===== src/rtl/vpifo_pkg.sv =====
// Shared definitions for the vPIFO port controller: capacity helper, stall
// counter width and the registered core command encoding.
package vpifo_pkg;

  localparam int STALL_CNT_W = 16;

  typedef enum logic [1:0] {
    OP_IDLE,
    OP_PUSH,
    OP_POP
  } op_e;

  // A BMW tree of depth LEVEL holds 2 + 4 + ... + 2**LEVEL entries.
  function automatic int vpifo_cap(input int level);
    return (1 << (level + 1)) - 2;
  endfunction

endpackage


===== src/rtl/vpifo_port_arbiter_if.sv =====
// Push/pop request, pop-result and core-command signals of the port controller.
// slave = controller side, master = sources/core side.
interface vpifo_port_arbiter_if #(
  parameter int PTW = 16,
  parameter int TNB = 2
);
  logic           i_push_valid;
  logic           o_push_ready;
  logic [TNB-1:0] i_push_tree_id;
  logic [PTW-1:0] i_push_data;
  logic           i_pop_valid;
  logic           o_pop_ready;
  logic [TNB-1:0] i_pop_tree_id;
  logic           o_pop_data_valid;
  logic [PTW-1:0] o_pop_data;
  logic [TNB-1:0] o_pop_tree_id;
  logic           o_core_push;
  logic           o_core_pop;
  logic [TNB-1:0] o_core_tree_id;
  logic [PTW-1:0] o_core_push_data;
  logic [PTW-1:0] i_core_pop_data;

  modport slave (
    input  i_push_valid, i_push_tree_id, i_push_data,
    input  i_pop_valid, i_pop_tree_id, i_core_pop_data,
    output o_push_ready, o_pop_ready,
    output o_pop_data_valid, o_pop_data, o_pop_tree_id,
    output o_core_push, o_core_pop, o_core_tree_id, o_core_push_data
  );

  modport master (
    output i_push_valid, i_push_tree_id, i_push_data,
    output i_pop_valid, i_pop_tree_id, i_core_pop_data,
    input  o_push_ready, o_pop_ready,
    input  o_pop_data_valid, o_pop_data, o_pop_tree_id,
    input  o_core_push, o_core_pop, o_core_tree_id, o_core_push_data
  );
endinterface


===== src/rtl/vpifo_pop_tag_pipe.sv =====
// Shift register carrying (valid, tree id) of issued pops until the core
// returns their data; synchronous clear discards everything in flight.
module vpifo_pop_tag_pipe #(
  parameter int TNB   = 2,
  parameter int DEPTH = 3
) (
  input  logic           clk_i,
  input  logic           clr_i,
  input  logic           vld_i,
  input  logic [TNB-1:0] tid_i,
  output logic           vld_o,
  output logic [TNB-1:0] tid_o
);
  logic           vld_q [DEPTH];
  logic [TNB-1:0] tid_q [DEPTH];

  always_ff @(posedge clk_i) begin
    if (clr_i) begin
      for (int i = 0; i < DEPTH; i++) begin
        vld_q[i] <= 1'b0;
        tid_q[i] <= '0;
      end
    end else begin
      vld_q[0] <= vld_i;
      tid_q[0] <= tid_i;
      for (int i = 1; i < DEPTH; i++) begin
        vld_q[i] <= vld_q[i-1];
        tid_q[i] <= tid_q[i-1];
      end
    end
  end

  assign vld_o = vld_q[DEPTH-1];
  assign tid_o = tid_q[DEPTH-1];
endmodule


===== src/rtl/vpifo_port_arbiter.sv =====
// Flow-controlled push/pop port in front of the multi-tree vPIFO core.
// Define VPIFO_PORT_STATS_EN to build the per-tree full/empty stall counters.
module vpifo_port_arbiter
  import vpifo_pkg::*;
#(
  parameter int PTW      = 16,
  parameter int TREE_NUM = 4,
  parameter int LEVEL    = 4,
  parameter int POP_LAT  = 2,
  parameter int TNB      = (TREE_NUM > 1) ? $clog2(TREE_NUM) : 1
) (
  input  logic                            i_clk,
  input  logic                            i_rst,
  vpifo_port_arbiter_if.slave             bus,
  output logic [TREE_NUM-1:0]             o_full,
  output logic [TREE_NUM-1:0]             o_empty,
  output logic [TREE_NUM*STALL_CNT_W-1:0] o_stall_cnt
);
  localparam int CAP = vpifo_cap(LEVEL);
  localparam int OCW = $clog2(CAP + 1);
  localparam int NID = 1 << TNB;
  localparam logic [OCW-1:0] CAP_V = OCW'(CAP);
  // One bit per encodable id, set only for ids that name an existing tree.
  localparam logic [NID-1:0] ID_OK = {NID{1'b1}} >> (NID - TREE_NUM);

  logic [OCW-1:0] occ_q [TREE_NUM];
  logic [OCW-1:0] occ_d [TREE_NUM];
  logic           pri_pop_q, pri_pop_d;
  op_e            op_q, op_d;
  logic [TNB-1:0] core_tid_q, core_tid_d;
  logic [PTW-1:0] core_data_q, core_data_d;
  logic           pop_vld_q;
  logic [PTW-1:0] pop_data_q;
  logic [TNB-1:0] pop_tid_q;
  logic           tag_vld;
  logic [TNB-1:0] tag_tid;

  logic           push_in_rng, pop_in_rng;
  logic [OCW-1:0] push_occ, pop_occ;
  logic           push_ok, pop_ok, push_fire, pop_fire;

  assign push_in_rng = bus.i_push_valid && ID_OK[bus.i_push_tree_id];
  assign pop_in_rng  = bus.i_pop_valid && ID_OK[bus.i_pop_tree_id];
  assign push_occ    = push_in_rng ? occ_q[bus.i_push_tree_id] : '0;
  assign pop_occ     = pop_in_rng ? occ_q[bus.i_pop_tree_id] : '0;
  assign push_ok     = push_in_rng && (push_occ != CAP_V);
  assign pop_ok      = pop_in_rng && (pop_occ != '0);
  assign push_fire   = push_ok && (!pop_ok || !pri_pop_q) && !i_rst;
  assign pop_fire    = pop_ok && (!push_ok || pri_pop_q) && !i_rst;

  assign bus.o_push_ready = push_fire;
  assign bus.o_pop_ready  = pop_fire;

  always_comb begin
    for (int t = 0; t < TREE_NUM; t++) begin
      occ_d[t] = occ_q[t];
      if (push_fire && (bus.i_push_tree_id == TNB'(t))) occ_d[t] = occ_q[t] + OCW'(1);
      if (pop_fire && (bus.i_pop_tree_id == TNB'(t)))   occ_d[t] = occ_q[t] - OCW'(1);
    end
    // The priority bit only moves when both sides were eligible.
    pri_pop_d   = (push_ok && pop_ok) ? !pri_pop_q : pri_pop_q;
    op_d        = OP_IDLE;
    core_tid_d  = '0;
    core_data_d = '0;
    if (push_fire) begin
      op_d        = OP_PUSH;
      core_tid_d  = bus.i_push_tree_id;
      core_data_d = bus.i_push_data;
    end else if (pop_fire) begin
      op_d        = OP_POP;
      core_tid_d  = bus.i_pop_tree_id;
    end
  end

  // Stage boundary: handshake -> registered core command, tag enters the pipe.
  always_ff @(posedge i_clk) begin
    if (i_rst) begin
      for (int t = 0; t < TREE_NUM; t++) occ_q[t] <= '0;
      pri_pop_q   <= 1'b1;
      op_q        <= OP_IDLE;
      core_tid_q  <= '0;
      core_data_q <= '0;
      pop_vld_q   <= 1'b0;
      pop_data_q  <= '0;
      pop_tid_q   <= '0;
    end else begin
      occ_q       <= occ_d;
      pri_pop_q   <= pri_pop_d;
      op_q        <= op_d;
      core_tid_q  <= core_tid_d;
      core_data_q <= core_data_d;
      pop_vld_q   <= tag_vld;
      if (tag_vld) begin
        pop_data_q <= bus.i_core_pop_data;
        pop_tid_q  <= tag_tid;
      end
    end
  end

  vpifo_pop_tag_pipe #(
    .TNB   (TNB),
    .DEPTH (POP_LAT + 1)
  ) u_tag_pipe (
    .clk_i (i_clk),
    .clr_i (i_rst),
    .vld_i (pop_fire),
    .tid_i (bus.i_pop_tree_id),
    .vld_o (tag_vld),
    .tid_o (tag_tid)
  );

  assign bus.o_core_push      = (op_q == OP_PUSH);
  assign bus.o_core_pop       = (op_q == OP_POP);
  assign bus.o_core_tree_id   = core_tid_q;
  assign bus.o_core_push_data = core_data_q;
  assign bus.o_pop_data_valid = pop_vld_q;
  assign bus.o_pop_data       = pop_data_q;
  assign bus.o_pop_tree_id    = pop_tid_q;

  for (genvar g = 0; g < TREE_NUM; g++) begin : g_status
    assign o_full[g]  = (occ_q[g] == CAP_V);
    assign o_empty[g] = (occ_q[g] == '0);
  end

`ifdef VPIFO_PORT_STATS_EN
  logic [STALL_CNT_W-1:0] stall_q [TREE_NUM];
  logic [STALL_CNT_W-1:0] stall_d [TREE_NUM];
  logic                   push_stall, pop_stall;

  function automatic logic [STALL_CNT_W-1:0] sat_add(input logic [STALL_CNT_W-1:0] a,
                                                     input logic [1:0] inc);
    logic [STALL_CNT_W:0] s;
    s = {1'b0, a} + {{(STALL_CNT_W-1){1'b0}}, inc};
    return s[STALL_CNT_W] ? '1 : s[STALL_CNT_W-1:0];
  endfunction

  // Arbitration losses are deliberately not stalls: only full/empty blocks count.
  assign push_stall = push_in_rng && (push_occ == CAP_V);
  assign pop_stall  = pop_in_rng && (pop_occ == '0);

  always_comb begin
    for (int t = 0; t < TREE_NUM; t++) begin
      stall_d[t] = sat_add(stall_q[t],
                           {1'b0, push_stall && (bus.i_push_tree_id == TNB'(t))} +
                           {1'b0, pop_stall && (bus.i_pop_tree_id == TNB'(t))});
    end
  end

  always_ff @(posedge i_clk) begin
    if (i_rst) begin
      for (int t = 0; t < TREE_NUM; t++) stall_q[t] <= '0;
    end else begin
      stall_q <= stall_d;
    end
  end

  for (genvar g = 0; g < TREE_NUM; g++) begin : g_stall
    assign o_stall_cnt[g*STALL_CNT_W +: STALL_CNT_W] = stall_q[g];
  end
`else
  assign o_stall_cnt = '0;
`endif

endmodule


===== src/flat_wrapper.sv =====
// flat-port wrapper written by rule: the top's interface ports become plain ports
module vpifo_port_arbiter_flat import vpifo_pkg::*;
#(
  parameter int PTW      = 16,
  parameter int TREE_NUM = 4,
  parameter int LEVEL    = 4,
  parameter int POP_LAT  = 2,
  parameter int TNB      = (TREE_NUM > 1) ? $clog2(TREE_NUM) : 1
)
  (i_clk, i_rst, o_full, o_empty, o_stall_cnt, bus_i_push_valid, bus_i_push_tree_id, bus_i_push_data, bus_i_pop_valid, bus_i_pop_tree_id, bus_i_core_pop_data, bus_o_push_ready, bus_o_pop_ready, bus_o_pop_data_valid, bus_o_pop_data, bus_o_pop_tree_id, bus_o_core_push, bus_o_core_pop, bus_o_core_tree_id, bus_o_core_push_data);
  vpifo_port_arbiter_if #(.PTW(PTW), .TNB(TNB)) bus_i ();
  input  logic i_clk;
  input  logic i_rst;
  output logic [TREE_NUM-1:0] o_full;
  output logic [TREE_NUM-1:0] o_empty;
  output logic [TREE_NUM*STALL_CNT_W-1:0] o_stall_cnt;
  input wire logic [$bits(bus_i.i_push_valid)-1:0] bus_i_push_valid;
  input wire logic [$bits(bus_i.i_push_tree_id)-1:0] bus_i_push_tree_id;
  input wire logic [$bits(bus_i.i_push_data)-1:0] bus_i_push_data;
  input wire logic [$bits(bus_i.i_pop_valid)-1:0] bus_i_pop_valid;
  input wire logic [$bits(bus_i.i_pop_tree_id)-1:0] bus_i_pop_tree_id;
  input wire logic [$bits(bus_i.i_core_pop_data)-1:0] bus_i_core_pop_data;
  output wire logic [$bits(bus_i.o_push_ready)-1:0] bus_o_push_ready;
  output wire logic [$bits(bus_i.o_pop_ready)-1:0] bus_o_pop_ready;
  output wire logic [$bits(bus_i.o_pop_data_valid)-1:0] bus_o_pop_data_valid;
  output wire logic [$bits(bus_i.o_pop_data)-1:0] bus_o_pop_data;
  output wire logic [$bits(bus_i.o_pop_tree_id)-1:0] bus_o_pop_tree_id;
  output wire logic [$bits(bus_i.o_core_push)-1:0] bus_o_core_push;
  output wire logic [$bits(bus_i.o_core_pop)-1:0] bus_o_core_pop;
  output wire logic [$bits(bus_i.o_core_tree_id)-1:0] bus_o_core_tree_id;
  output wire logic [$bits(bus_i.o_core_push_data)-1:0] bus_o_core_push_data;
  assign bus_i.i_push_valid = bus_i_push_valid;
  assign bus_i.i_push_tree_id = bus_i_push_tree_id;
  assign bus_i.i_push_data = bus_i_push_data;
  assign bus_i.i_pop_valid = bus_i_pop_valid;
  assign bus_i.i_pop_tree_id = bus_i_pop_tree_id;
  assign bus_i.i_core_pop_data = bus_i_core_pop_data;
  assign bus_o_push_ready = bus_i.o_push_ready;
  assign bus_o_pop_ready = bus_i.o_pop_ready;
  assign bus_o_pop_data_valid = bus_i.o_pop_data_valid;
  assign bus_o_pop_data = bus_i.o_pop_data;
  assign bus_o_pop_tree_id = bus_i.o_pop_tree_id;
  assign bus_o_core_push = bus_i.o_core_push;
  assign bus_o_core_pop = bus_i.o_core_pop;
  assign bus_o_core_tree_id = bus_i.o_core_tree_id;
  assign bus_o_core_push_data = bus_i.o_core_push_data;
  vpifo_port_arbiter #(.PTW(PTW), .TREE_NUM(TREE_NUM), .LEVEL(LEVEL), .POP_LAT(POP_LAT), .TNB(TNB)) u_core (.i_clk(i_clk), .i_rst(i_rst), .bus(bus_i), .o_full(o_full), .o_empty(o_empty), .o_stall_cnt(o_stall_cnt));
endmodule

===== config.mk =====
export PLATFORM = sky130hd
export DESIGN_NAME = vpifo_port_arbiter_flat
export DESIGN_NICKNAME = d
export VERILOG_FILES = /design/src/rtl/vpifo_pkg.sv /design/src/rtl/vpifo_port_arbiter_if.sv /design/src/rtl/vpifo_pop_tag_pipe.sv /design/src/rtl/vpifo_port_arbiter.sv /design/src/flat_wrapper.sv
export SDC_FILE = /design/constraint.sdc
export NUM_CORES = 1
export LEC_CHECK = 0
export BUFFER_PORTS_ARGS = -buffer_cell sky130_fd_sc_hd__clkbuf_2
export CORE_ASPECT_RATIO = 0.75
export CORE_UTILIZATION = 40
export DETAILED_ROUTE_END_ITERATION = 8
export PLACE_DENSITY = 0.8
export SKIP_LAST_GASP = 1
export SLEW_MARGIN = 25
export SYNTH_ARGS = -nofsm -noshare
export SYNTH_HDL_FRONTEND = slang
export SYNTH_SLANG_ARGS = --single-unit

===== constraint.sdc =====
create_clock -name i_clk -period 3.9 [get_ports i_clk]
set_input_delay 0.78 -clock i_clk [delete_from_list [all_inputs] [get_ports i_clk]]
set_output_delay 0.78 -clock i_clk [all_outputs]
set_load 0.05 [all_outputs]

==> flow_results.xml <==
<?xml version="1.0" encoding="UTF-8"?>
<metrics>
  <group name="outcome">
    <metric name="status" unit="">finished with violations</metric>
    <metric name="violations" unit="">design-rule violations</metric>
  </group>
  <group name="floorplan">
    <metric name="coreArea" unit="mm2">0.00867</metric>
    <metric name="chipHeight" unit="um">84.8</metric>
    <metric name="floorplan.io_pins" unit="">153</metric>
    <metric name="std_cell_rows" unit="">29</metric>
    <metric name="die_outline_area" unit="mm2">0.00952</metric>
    <metric name="chipWidth" unit="um">112</metric>
    <metric name="initial_core_utilization" unit="">0.421</metric>
  </group>
  <group name="synth">
    <metric name="yosys_warning_count" unit="">0</metric>
    <metric name="synth-seq-area-share" unit="">0.378</metric>
    <metric name="syn_area_per_cell" unit="um2">9.51</metric>
    <metric name="synth-async-reset-ratio" unit="">0</metric>
    <metric name="yosys_most_used_dff" unit="">dfxtp_1</metric>
    <metric name="post_synth_num_cell_types" unit="">49</metric>
    <metric name="synth_register_bits" unit="">69</metric>
    <metric name="synth.area.top_cells" unit="">dfxtp_1 (38%), buf_4 (13%), mux2i_1 (8.8%), ha_1 (4.1%), and2_1 (3.4%)</metric>
    <metric name="synthesis.area" unit="mm2">0.00365</metric>
    <metric name="postSynthCellCount" unit="">384</metric>
    <metric name="synth_top_area_share" unit="">0.378</metric>
    <metric name="yosysTopAreaCell" unit="">dfxtp_1</metric>
    <metric name="synth_edf_count" unit="">0</metric>
  </group>
  <group name="critical_path">
    <metric name="crit_family" unit="">simple AND/OR/NAND/NOR gates</metric>
    <metric name="worst-path-buf-inv" unit="">1</metric>
    <metric name="cp_cell_sequence" unit="">clkbuf_2 -&gt; nand2_1 -&gt; a2bb2o_1 -&gt; o22ai_1 -&gt; nor4_2 -&gt; ha_1 -&gt; a21o_1 -&gt; a21oi_1 -&gt; mux2_1 -&gt; mux2_1</metric>
    <metric name="critical_path.max_stage_delay" unit="ps">810</metric>
    <metric name="cp_data_required_time" unit="ps">4110</metric>
    <metric name="timing.critical_path.arrival" unit="ps">3680</metric>
    <metric name="launching_element_type_of_the_critical_path" unit="">primary input</metric>
    <metric name="cp_max_fo" unit="">12</metric>
    <metric name="cp-end-kind" unit="">flop</metric>
    <metric name="cpMaxStageDelayCell" unit="">nor4_2</metric>
    <metric name="crit_type" unit="">primary input to flop</metric>
    <metric name="critPathMostFrequentCell" unit="">mux2_1</metric>
  </group>
  <group name="drt">
    <metric name="antenna_left" unit="">0</metric>
    <metric name="postRouteWirelength" unit="um">7230</metric>
    <metric name="detail_route.first_pass.iterations" unit="">6</metric>
    <metric name="post_drt_wl_per_cell" unit="um">12.4</metric>
    <metric name="num_vias" unit="">2679</metric>
    <metric name="post-route-drc-count" unit="">6</metric>
    <metric name="drt_iter0_markers" unit="">128</metric>
    <metric name="routed_via_density" unit="">4.58</metric>
  </group>
  <group name="cells_and_area">
    <metric name="layout-drive-gt1-share" unit="">0.249</metric>
    <metric name="layout_overhead_on_the_synthesized_area" unit="%">17.0</metric>
    <metric name="finish.instance_area" unit="mm2">0.00427</metric>
    <metric name="num_antenna_cells" unit="">0</metric>
    <metric name="layoutNonFillerInstCount" unit="">585</metric>
    <metric name="layout_commonest_cell" unit="">clkbuf_2</metric>
    <metric name="n_fill_cell" unit="">829</metric>
    <metric name="final_cell_mix" unit="">clkbuf_2 (88), dfxtp_1 (69), conb_1 (64), mux2i_1 (32), nor2_1 (30)</metric>
    <metric name="design.final.nets" unit="">528</metric>
  </group>
  <group name="timing">
    <metric name="final-max-slew-violation-count" unit="">0</metric>
    <metric name="timing_worst_slew_pin_value" unit="ps">1020</metric>
    <metric name="timing.final.hold_violations" unit="">0</metric>
    <metric name="layout_worst_path_cycle_share" unit="">0.891</metric>
    <metric name="final.min_clock_period" unit="ps">3470</metric>
    <metric name="setup_ws" unit="ps">426</metric>
    <metric name="finalSetupViolations" unit="">0</metric>
    <metric name="finalClockSkew" unit="ps">5.45</metric>
    <metric name="fmax" unit="GHz">0.288</metric>
    <metric name="grt_setup_unrepaired" unit="">no</metric>
    <metric name="totalNegativeSetupSlack" unit="ps">0</metric>
    <metric name="max_slew_margin" unit="">0.317</metric>
  </group>
  <group name="hold_path">
    <metric name="min-delay-path-class" unit="">flop to flop</metric>
  </group>
  <group name="placement">
    <metric name="final_gp_congestion" unit="">0.858</metric>
    <metric name="port_buffers" unit="">88</metric>
    <metric name="dpl-instance-area" unit="mm2">0.00395</metric>
    <metric name="placedCellCount" unit="">569</metric>
    <metric name="post-place-ws" unit="ps">140</metric>
    <metric name="dp.final_hpwl" unit="um">5510</metric>
  </group>
  <group name="cts">
    <metric name="clk_pin_slew_worst_paths" unit="ps">60</metric>
    <metric name="tritoncts" unit="">yes</metric>
    <metric name="maximum_count_of_clock_buffers_along_a_single_path" unit="">2</metric>
    <metric name="cts-htree-levels" unit="">3</metric>
    <metric name="number_of_buffers_added_by_the_clock_tree_synthesis_step" unit="">9</metric>
    <metric name="postcts_resize_cnt" unit="">0</metric>
    <metric name="cts.sink_count" unit="">69</metric>
    <metric name="worst_skew_pair.late_latency" unit="ps">320</metric>
    <metric name="cts_post_setup_buffers_inserted" unit="">0</metric>
    <metric name="ctsHoldBuffers" unit="">0</metric>
    <metric name="cts_root_buf" unit="">clkbuf_16</metric>
  </group>
  <group name="global_route">
    <metric name="globalRouteTotalUtil" unit="">0.157</metric>
    <metric name="grt_max_degree" unit="">50</metric>
    <metric name="grt_pass1_vias" unit="">2461</metric>
    <metric name="globalRoute.totalOverflow" unit="">0</metric>
    <metric name="grt_first_pass_wirelength" unit="um">11600</metric>
    <metric name="antenna_found_initial" unit="">0</metric>
  </group>
  <group name="power">
    <metric name="power" unit="mW">1.97</metric>
    <metric name="peakVddDrop" unit="V">0.000293</metric>
    <metric name="p_per_area" unit="mW/mm2">462</metric>
    <metric name="power.static_leakage" unit="nW">2.08</metric>
  </group>
  <group name="flow_run">
    <metric name="maxCapViolCount" unit="">0</metric>
  </group>
</metrics>
==> sequential cells by signal, indices dropped and copies added, names as in the netlist <==
register,cells
u_core.occ_q,20
u_core.bus.o_pop_data_valid,1
u_core.bus.o_pop_data,16
u_core.u_tag_pipe.vld_q,3
u_core.op_q,2
u_core.u_tag_pipe.tid_q,6
u_core.bus.o_pop_tree_id,2
u_core.pri_pop_q,1
u_core.bus.o_core_tree_id,2
u_core.bus.o_core_push_data,16
==> cells in the mapped netlist, types with 3 or more instances <==
cell type and number:
nor2b_1 18, clkbuf_1 8, ha_1 12, xnor2_1 4, a21oi_1 8, and2_1 20, inv_1 12, nand3b_1 3
nand3_1 5, dfxtp_1 69, o21ai_0 9, xor2_1 5, nor2_1 30, nand2_1 7, a21o_1 5, nand2b_1 18
fa_1 4, mux2i_1 32, nor3_1 7, and4b_1 3, buf_4 64
==> cell type report <==
cell class,instances,area [um2],share of cell area
multi-input cells,290,1930,0.453
clock inverters,7,97.6,0.0228
inverters,12,45.0,0.0105
well taps,108,135,0.0316
flip-flops and latches,69,1380,0.323
repair buffers,90,455,0.107
clock buffers,9,225,0.0527
==> worst reg2reg max path: stages (launching register included) <==
cell	delay [ps]
dfxtp_1	360
nand4b_1	230
a2bb2o_1	320
o22ai_1	150
nor4_2	810
ha_1	420
a21o_1	170
a21oi_1	150
mux2_1	340
mux2_1	300
==> metal layers <==
metal / wire length (um) / GRT usage / vias up
li1: - / - / 1345
met1: 3320 / 0.193 / 1249
met2: 3460 / 0.252 / 81
met3: 424 / 0.0570 / 4
met4: 27 / 0.0570 / 0
met5: 0 / 0 / -
==> report_power, final <==
part | total [mW] | internal (mW) | switching, mW
Clock | 0.868 | 0.562 | 0.306
Sequential | 0.746 | 0.730 | 0.0167
Combinational | 0.359 | 0.0746 | 0.284
Total | 1.97 | 1.37 | 0.607
==> kinds of logic after synthesis <==
family / after synthesis / share of synthesized area
buffers and inverters: 88 / 0.157
xor gates and xnor gates: 9 / 0.0216
AOI/OAI and AO/OA: 36 / 0.0716
and+or+nand+nor: 130 / 0.211
adders and majority gates: 16 / 0.0630
DFF: 69 / 0.378
other: 1 / 0.00103
muxes: 35 / 0.0970
==> path summary, 6_finish.rpt <==
check | from | endpoint | slack [ps] | cells past startpoint
hold / removal | u_core.u_tag_pipe.vld_q[0][1]$_SDFF_PP0_ | u_core.u_tag_pipe.vld_q[0][2]$_SDFF_PP0_ | 430 | 1
hold reg to reg | u_core.u_tag_pipe.vld_q[0][1]$_SDFF_PP0_ | u_core.u_tag_pipe.vld_q[0][2]$_SDFF_PP0_ | 430 | 1
setup reg to reg | u_core.occ_q[5]$_SDFFE_PP0P_ | u_core.occ_q[9]$_SDFFE_PP0P_ | 550 | 9
setup / recovery | bus_i_push_tree_id[1] | u_core.occ_q[9]$_SDFFE_PP0P_ | 430 | 10
==> per-stage QoR <==
step / utilization / hold WS [ps]
detailed placement: 0.456 / 428
floorplan: - / 414
finish: 0.493 / 432
global route: 0.493 / 457
CTS: 0.493 / 439
global placement: 0.456 / 417
Note: power is estimated with default switching activity, not from simulation.
